<file path="src/rtl/soc_pkg.sv">
// rtl/soc_pkg.sv - shared register-file widths and the LSU writeback entry type.
package soc_pkg;
    localparam int REG_ADDR_W = 5;
    localparam int XLEN       = 32;
    localparam int NUM_REGS   = 32;
    localparam int WB_ENTRY_W = REG_ADDR_W + XLEN;

    typedef logic [REG_ADDR_W-1:0] reg_addr_t;
    typedef logic [XLEN-1:0]       xlen_t;

    typedef struct packed {
        reg_addr_t rd;
        xlen_t     wd;
    } wb_entry_t;

    // One-hot register mask; x0 never produces a bit so sb[0] stays 0.
    function automatic logic [NUM_REGS-1:0] reg_mask(input reg_addr_t idx, input logic en);
        logic [NUM_REGS-1:0] m;
        m = '0;
        if (en && idx != '0) begin
            m[idx] = 1'b1;
        end
        return m;
    endfunction
endpackage

</file>
<file path="src/rtl/regfile_wb_arbiter_if.sv">
// rtl/regfile_wb_arbiter_if.sv - writeback, LSU, decode and register-file port bundle.
interface regfile_wb_arbiter_if;
    import soc_pkg::*;

    logic      pipe_we;
    reg_addr_t pipe_rd;
    xlen_t     pipe_wd;
    logic      lsu_issue;
    reg_addr_t lsu_issue_rd;
    logic      lsu_wb_valid;
    logic      lsu_wb_ready;
    reg_addr_t lsu_wb_rd;
    xlen_t     lsu_wb_wd;
    reg_addr_t dec_rs1;
    reg_addr_t dec_rs2;
    reg_addr_t dec_rd;
    logic      stall;
    logic      rf_we;
    reg_addr_t rf_rd;
    xlen_t     rf_wd;
    logic      sb_busy;
    logic      err;

    modport master (
        output pipe_we, pipe_rd, pipe_wd,
        output lsu_issue, lsu_issue_rd,
        output lsu_wb_valid, lsu_wb_rd, lsu_wb_wd,
        output dec_rs1, dec_rs2, dec_rd,
        input  lsu_wb_ready, stall, rf_we, rf_rd, rf_wd, sb_busy, err
    );

    modport slave (
        input  pipe_we, pipe_rd, pipe_wd,
        input  lsu_issue, lsu_issue_rd,
        input  lsu_wb_valid, lsu_wb_rd, lsu_wb_wd,
        input  dec_rs1, dec_rs2, dec_rd,
        output lsu_wb_ready, stall, rf_we, rf_rd, rf_wd, sb_busy, err
    );
endinterface

</file>
<file path="src/rtl/wb_fifo.sv">
// rtl/wb_fifo.sv - circular sync FIFO buffering LSU completions.
module wb_fifo #(
    parameter int DEPTH = 2,
    parameter int WIDTH = 37
) (
    input  logic             clk,
    input  logic             rst_n,
    input  logic             push,
    input  logic             pop,
    input  logic [WIDTH-1:0] wdata,
    output logic [WIDTH-1:0] rdata,
    output logic             full,
    output logic             empty
);
    localparam int AW = (DEPTH > 1) ? $clog2(DEPTH) : 1;

    logic [WIDTH-1:0] mem [DEPTH];
    logic [AW:0]      wptr;
    logic [AW:0]      rptr;
    logic             do_push;
    logic             do_pop;

    // Extra pointer bit distinguishes full from empty when indices match.
    assign full    = (wptr[AW] != rptr[AW]) && (wptr[AW-1:0] == rptr[AW-1:0]);
    assign empty   = (wptr == rptr);
    assign do_push = push && !full;
    assign do_pop  = pop && !empty;
    assign rdata   = mem[rptr[AW-1:0]];

    always_ff @(posedge clk or negedge rst_n) begin
        if (!rst_n) begin
            wptr <= '0;
            rptr <= '0;
        end else begin
            if (do_push) begin
                wptr <= wptr + 1'b1;
            end
            if (do_pop) begin
                rptr <= rptr + 1'b1;
            end
        end
    end

    always_ff @(posedge clk) begin
        if (do_push) begin
            mem[wptr[AW-1:0]] <= wdata;
        end
    end
endmodule

</file>
<file path="src/rtl/regfile_wb_arbiter.sv">
// rtl/regfile_wb_arbiter.sv - register-file write-port arbiter with LSU scoreboard.
module regfile_wb_arbiter
    import soc_pkg::*;
#(
    parameter int FIFO_DEPTH = 2
) (
    input  logic                 clk,
    input  logic                 rst_n,
    regfile_wb_arbiter_if.slave  bus
);
    logic [NUM_REGS-1:0]   sb;
    logic [NUM_REGS-1:0]   set_mask;
    logic [NUM_REGS-1:0]   clr_mask;
    logic                  fifo_full;
    logic                  fifo_empty;
    logic                  fifo_push;
    logic                  fifo_pop;
    logic [WB_ENTRY_W-1:0] fifo_rdata;
    wb_entry_t             head;
    wb_entry_t             push_entry;
    logic                  pipe_wins;
    logic                  lsu_writes;
    logic                  issue_conflict;
    logic                  orphan_wb;
    logic                  overflow;
    logic                  err_q;
    logic                  rf_we_q;
    reg_addr_t             rf_rd_q;
    xlen_t                 rf_wd_q;

    assign push_entry = '{rd: bus.lsu_wb_rd, wd: bus.lsu_wb_wd};
    assign head       = wb_entry_t'(fifo_rdata);

    assign bus.lsu_wb_ready = !fifo_full;
    assign fifo_push        = bus.lsu_wb_valid && !fifo_full;

    // Pipeline has fixed priority; a write to x0 leaves the port free for the FIFO.
    assign pipe_wins  = bus.pipe_we && (bus.pipe_rd != '0);
    assign fifo_pop   = !pipe_wins && !fifo_empty;
    assign lsu_writes = fifo_pop && (head.rd != '0);

    assign set_mask = reg_mask(bus.lsu_issue_rd, bus.lsu_issue);
    assign clr_mask = reg_mask(head.rd, fifo_pop);

    // Re-issue to a register whose pending write retires this same cycle is legitimate.
    assign issue_conflict = |(set_mask & sb & ~clr_mask);
    assign orphan_wb      = fifo_push && (bus.lsu_wb_rd != '0) && !sb[bus.lsu_wb_rd];
    assign overflow       = bus.lsu_wb_valid && fifo_full;

    assign bus.stall   = sb[bus.dec_rs1] | sb[bus.dec_rs2] | sb[bus.dec_rd];
    assign bus.sb_busy = |sb;
    assign bus.err     = err_q;
    assign bus.rf_we   = rf_we_q;
    assign bus.rf_rd   = rf_rd_q;
    assign bus.rf_wd   = rf_wd_q;

    wb_fifo #(
        .DEPTH (FIFO_DEPTH),
        .WIDTH (WB_ENTRY_W)
    ) u_wb_fifo (
        .clk   (clk),
        .rst_n (rst_n),
        .push  (fifo_push),
        .pop   (fifo_pop),
        .wdata (push_entry),
        .rdata (fifo_rdata),
        .full  (fifo_full),
        .empty (fifo_empty)
    );

    always_ff @(posedge clk or negedge rst_n) begin
        if (!rst_n) begin
            sb      <= '0;
            err_q   <= 1'b0;
            rf_we_q <= 1'b0;
            rf_rd_q <= '0;
            rf_wd_q <= '0;
        end else begin
            // Set after clear so a same-cycle re-issue keeps the bit.
            sb <= (sb & ~clr_mask) | set_mask;
            if (issue_conflict || orphan_wb || overflow) begin
                err_q <= 1'b1;
            end
            rf_we_q <= pipe_wins || lsu_writes;
            if (pipe_wins) begin
                rf_rd_q <= bus.pipe_rd;
                rf_wd_q <= bus.pipe_wd;
            end else if (lsu_writes) begin
                rf_rd_q <= head.rd;
                rf_wd_q <= head.wd;
            end
        end
    end
endmodule

</file>
<file path="src/flat_wrapper.sv">
// flat-port wrapper written by rule: the top's interface ports become plain ports
module regfile_wb_arbiter_flat import soc_pkg::*;
#(
    parameter int FIFO_DEPTH = 2
)
  (clk, rst_n, bus_pipe_we, bus_pipe_rd, bus_pipe_wd, bus_lsu_issue, bus_lsu_issue_rd, bus_lsu_wb_valid, bus_lsu_wb_rd, bus_lsu_wb_wd, bus_dec_rs1, bus_dec_rs2, bus_dec_rd, bus_lsu_wb_ready, bus_stall, bus_rf_we, bus_rf_rd, bus_rf_wd, bus_sb_busy, bus_err);
  regfile_wb_arbiter_if bus_i ();
  input  logic clk;
  input  logic rst_n;
  input wire logic [$bits(bus_i.pipe_we)-1:0] bus_pipe_we;
  input wire logic [$bits(bus_i.pipe_rd)-1:0] bus_pipe_rd;
  input wire logic [$bits(bus_i.pipe_wd)-1:0] bus_pipe_wd;
  input wire logic [$bits(bus_i.lsu_issue)-1:0] bus_lsu_issue;
  input wire logic [$bits(bus_i.lsu_issue_rd)-1:0] bus_lsu_issue_rd;
  input wire logic [$bits(bus_i.lsu_wb_valid)-1:0] bus_lsu_wb_valid;
  input wire logic [$bits(bus_i.lsu_wb_rd)-1:0] bus_lsu_wb_rd;
  input wire logic [$bits(bus_i.lsu_wb_wd)-1:0] bus_lsu_wb_wd;
  input wire logic [$bits(bus_i.dec_rs1)-1:0] bus_dec_rs1;
  input wire logic [$bits(bus_i.dec_rs2)-1:0] bus_dec_rs2;
  input wire logic [$bits(bus_i.dec_rd)-1:0] bus_dec_rd;
  output wire logic [$bits(bus_i.lsu_wb_ready)-1:0] bus_lsu_wb_ready;
  output wire logic [$bits(bus_i.stall)-1:0] bus_stall;
  output wire logic [$bits(bus_i.rf_we)-1:0] bus_rf_we;
  output wire logic [$bits(bus_i.rf_rd)-1:0] bus_rf_rd;
  output wire logic [$bits(bus_i.rf_wd)-1:0] bus_rf_wd;
  output wire logic [$bits(bus_i.sb_busy)-1:0] bus_sb_busy;
  output wire logic [$bits(bus_i.err)-1:0] bus_err;
  assign bus_i.pipe_we = bus_pipe_we;
  assign bus_i.pipe_rd = bus_pipe_rd;
  assign bus_i.pipe_wd = bus_pipe_wd;
  assign bus_i.lsu_issue = bus_lsu_issue;
  assign bus_i.lsu_issue_rd = bus_lsu_issue_rd;
  assign bus_i.lsu_wb_valid = bus_lsu_wb_valid;
  assign bus_i.lsu_wb_rd = bus_lsu_wb_rd;
  assign bus_i.lsu_wb_wd = bus_lsu_wb_wd;
  assign bus_i.dec_rs1 = bus_dec_rs1;
  assign bus_i.dec_rs2 = bus_dec_rs2;
  assign bus_i.dec_rd = bus_dec_rd;
  assign bus_lsu_wb_ready = bus_i.lsu_wb_ready;
  assign bus_stall = bus_i.stall;
  assign bus_rf_we = bus_i.rf_we;
  assign bus_rf_rd = bus_i.rf_rd;
  assign bus_rf_wd = bus_i.rf_wd;
  assign bus_sb_busy = bus_i.sb_busy;
  assign bus_err = bus_i.err;
  regfile_wb_arbiter #(.FIFO_DEPTH(FIFO_DEPTH)) u_core (.clk(clk), .rst_n(rst_n), .bus(bus_i));
endmodule
</file>
<file path="config.mk">
export PLATFORM = sky130hd
export DESIGN_NAME = regfile_wb_arbiter_flat
export DESIGN_NICKNAME = d
export VERILOG_FILES = /design/src/rtl/soc_pkg.sv /design/src/rtl/regfile_wb_arbiter_if.sv /design/src/rtl/wb_fifo.sv /design/src/rtl/regfile_wb_arbiter.sv /design/src/flat_wrapper.sv
export SDC_FILE = /design/constraint.sdc
export NUM_CORES = 1
export LEC_CHECK = 0
export BUFFER_PORTS_ARGS = -buffer_cell sky130_fd_sc_hd__buf_2
export CAP_MARGIN = 20
export CORE_ASPECT_RATIO = 1.1
export CORE_MARGIN = 4
export CORE_UTILIZATION = 56
export DETAILED_ROUTE_END_ITERATION = 6
export GPL_TIMING_DRIVEN = 0
export MAX_ROUTING_LAYER = met4
export PLACE_DENSITY = 0.8
export SLEW_MARGIN = 30
export SYNTH_ARGS = -nofsm -noshare
export SYNTH_HDL_FRONTEND = slang
export SYNTH_SLANG_ARGS = --single-unit
</file>
<file path="constraint.sdc">
create_clock -name clk -period 3.7 [get_ports clk]
set_input_delay 0.37 -clock clk [delete_from_list [all_inputs] [get_ports clk]]
set_output_delay 0.37 -clock clk [all_outputs]
set_load 0.02 [all_outputs]
</file>
==> impl_metrics.csv <==
group,metric,value,unit
clock_tree,root_buffer,"clkbuf_16",
sta,setup_ws,0.330,ns
routing,drt_first_pass_iters,5,
yosys,synthFlopType,"dfrtp_1",
pwr,seqPwrFrac,0.387,
yosys,yosysSeqAreaShare,0.537,
finish,drive_gt1_frac,0.266,
routing,via_count,6391,
sta,post-route-period-util,0.911,
placed_design,post-place-ws,0.374,ns
pwr,leakagePower,3.67,nW
placed_design,globalplace.congestion,0.967,
finish,final_area,0.00926,mm²
setup_path,critPathMaxFanout,10,
clock_tree,cts.sinks,149,
pwr,p_comb_frac,0.373,
yosys,synthesis.nets,755,
yosys,yosys.cell_types.count,56,
routing,post-route-drc-count,0,
clock_tree,clock_path_buffers,2,
global_routing,grt_pass1_vias,6539,
finish,mostFrequentLayoutCell,"buf_2",
floorplan,io_pins,141,
setup_path,slowest_delay,0.82,ns
yosys,synth-edff-count,74,
clock_tree,cts_setup_buffers,0,
sta,slew_violations,0,
yosys,synth_warnings,0,
yosys,synth.ff_latch_count,149,
placed_design,dp_hpwl,16.6,mm
sta,rsz0062_at_grt,"no",
outcome,status,"complete, no violations",
yosys,synthArstFlopShare,0.503,
floorplan,start_util,0.575,
clock_tree,cts_tree,"built",
floorplan,die_w,119,µm
floorplan,die_area,0.0156,mm²
clock_tree,cts_max_level,4,
floorplan,fp.dieH,130,µm
pwr,clock_power_share,0.240,
placed_design,place_area,0.00861,mm²
setup_path,crit_arrival,3.62,ns
global_routing,track_usage,0.306,
sta,max_freq,297,MHz
global_routing,gr-total-overflow,0,
routing,first_iter_violations,573,
routing,wl_per_cell,22.7,µm
sta,hold_viol,0,
routing,ant_nets,0,
pwr,irDropWorstVdd,0.544,mV
setup_path,end_kind,"flop",
pwr,totalPowerFinal,7.67,mW
sta,setup_viol,0,
routing,viasPerCell,6.35,
setup_path,critPathLaunch,"u_core.u_wb_fifo.rptr[0]",
global_routing,antenna_found_initial,0,
pwr,p_int,4.58,mW
finish,syn2layout_area_growth,21.3,%
setup_path,r2r_start,"u_core.u_wb_fifo.rptr[0]",
pwr,power.switching,3.09,mW
setup_path,critPathKind,"flop to flop",
clock_tree,cts.clk_slew.worst_paths,0.07,ns
routing,drt_wl_total,22.8,mm
yosys,synth_area_per_cell,11.6,µm²
sta,skew,0.00830,ns
setup_path,worstPathRequired,3.95,ns
global_routing,grt_start_max_net_pins,59,
run,drv_cap,0,
floorplan,rows,44,
min_path,hold_class,"input pin to flop",
clock_tree,clock_latency,0.43,ns
finish,layout.nets,909,
setup_path,worstSetupStartpointType,"flop",
finish,final_cell_mix,"135 x buf_2, 87 x o21ai_0, 75 x dfrtp_1, 74 x edfxtp_1, 68 x nand2_1",
sta,fin_crit,3.37,ns
finish,insertedDiodeCount,0,
yosys,synthesis.area,0.00763,mm²
global_routing,grt_pass1_wl,34.9,mm
yosys,synthCells,656,
setup_path,cp_cell_sequence,"buf_2 -> buf_2 -> nand2_1 -> o22ai_1 -> nand3_1 -> o211ai_1 -> a311oi_1 -> a2111oi_0 -> nand3_1",
floorplan,core,0.0133,mm²
placed_design,portBuffers,131,
pwr,p_per_area,828,mW/mm²
sta,relSlewSlack,0.364,
clock_tree,cts_made_buffers,17,
setup_path,slowest_stage,"a2111oi_0",
sta,worst-slew-pin-transition,0.929,ns
min_path,min_from,"bus_lsu_wb_wd[15]",
pwr,switching_share,0.403,
flip-flops by register name, summed over array words and instances (netlist names):
signal / flops
u_core.u_wb_fifo.rptr: 2
u_core.bus.rf_wd: 32
u_core.sb: 32
u_core.bus.rf_we: 1
u_core.u_wb_fifo.mem: 74
u_core.u_wb_fifo.wptr: 2
u_core.bus.rf_rd: 5
u_core.bus.err: 1
cells by family after synthesis:
kind of cell,Yosys count,synth area share
xor+xnor,8,0.00918
buf+inv,45,0.0229
compound gates,190,0.152
simple gates,184,0.113
mux,80,0.166
flops,149,0.537
critical path, delay by kind of cell, from the launching register on:
kind / cells / cell delay [ns]
compound gates: 4 / 1.69
buf+inv: 2 / 0.51
flops: 1 / 0.44
simple gates: 3 / 0.55
final timing paths:
check,endpoint,cells after the start,slack [ns]
worst max-delay path,u_core.bus.err,9,0.33
worst min-delay path,u_core.u_wb_fifo.mem[0][15],1,0.13
worst max register to register,u_core.bus.err,9,0.33
worst min register to register,u_core.u_wb_fifo.wptr[1],1,0.53
max in group asynchronous,u_core.bus.rf_wd[24],3,2.81
min in group asynchronous,u_core.bus.rf_wd[5],2,0.34
power by group through the flow:
stage / Clock, mW / Combinational [mW] / Sequential (mW)
after floorplan: 0 / 1.79 / 2.94
after global placement: 0 / 2.68 / 2.93
after detailed placement: 0 / 2.82 / 2.96
after CTS: 1.84 / 2.85 / 2.94
after global routing: 1.93 / 3.10 / 3.02
final: 1.84 / 2.86 / 2.97
synthesized netlist by cell type, types with 2 or more instances:
master | number | area (µm²)
o21ai_0 | 87 | 435
dfrtp_1 | 75 | 1880
edfxtp_1 | 74 | 2220
nand2_1 | 68 | 255
nor2_1 | 49 | 184
mux2i_1 | 42 | 420
a21oi_1 | 40 | 200
mux4_2 | 37 | 833
clkbuf_1 | 30 | 113
nand3_1 | 13 | 65.1
nor4_1 | 8 | 50.1
a31oi_1 | 7 | 43.8
nand2b_1 | 7 | 43.8
o211ai_1 | 7 | 52.6
o22ai_1 | 6 | 37.5
o31ai_1 | 6 | 45.0
buf_1 | 5 | 18.8
buf_2 | 5 | 25.0
inv_1 | 5 | 18.8
nor3_1 | 5 | 25.0
nor3b_1 | 5 | 37.5
o2111ai_1 | 5 | 43.8
or3_1 | 5 | 31.3
nand3b_1 | 4 | 30.0
o41ai_1 | 4 | 35.0
or2_2 | 4 | 25.0
xnor2_1 | 4 | 35.0
xor2_1 | 4 | 35.0
a311oi_1 | 3 | 26.3
and3b_1 | 3 | 26.3
nand4_1 | 3 | 18.8
nor2b_1 | 3 | 18.8
o21a_1 | 3 | 22.5
o22a_1 | 3 | 26.3
o31a_1 | 3 | 26.3
o32ai_1 | 3 | 26.3
o32a_1 | 2 | 20.0
through the flow:
stage / TNS, ns / instances / hold WS [ns] / util
after global routing: 0 / 1007 / 0.118 / 0.698
after detailed placement: 0 / 974 / 0.219 / 0.649
after CTS: 0 / 1007 / 0.117 / 0.698
after floorplan: 0 / 656 / 0.0744 / -
after global placement: -13.88 / 971 / 0.514 / 0.642
final: 0 / 1007 / 0.128 / 0.698
metal layers:
metal / vias to the layer above / global-route usage / routed length, µm
met4: 0 / 0.145 / 859
met1: 3156 / 0.345 / 8440
li1: 2832 / - / -
met5: - / - / 0
met2: 344 / 0.522 / 11800
met3: 59 / 0.0693 / 1770
cell type report:
class / count / area (µm²)
tap: 184 / 230
clock inverter: 15 / 211
buffer: 40 / 156
sequential: 149 / 4100
clock buffer: 17 / 425
multi-input combinational: 462 / 3370
inverter: 5 / 18.8
fill: 928 / 4010
timing repair buffer: 135 / 747
what timing repair did:
| action | 4_1_cts | 5_1_grt |
|---|---|---|
| hold endpoints to repair | 17 | 0 |
| hold buffers | 1 | 0 |
| gates resized for setup | 0 | 0 |
No activity file was read; power rests on OpenSTA's default activity.
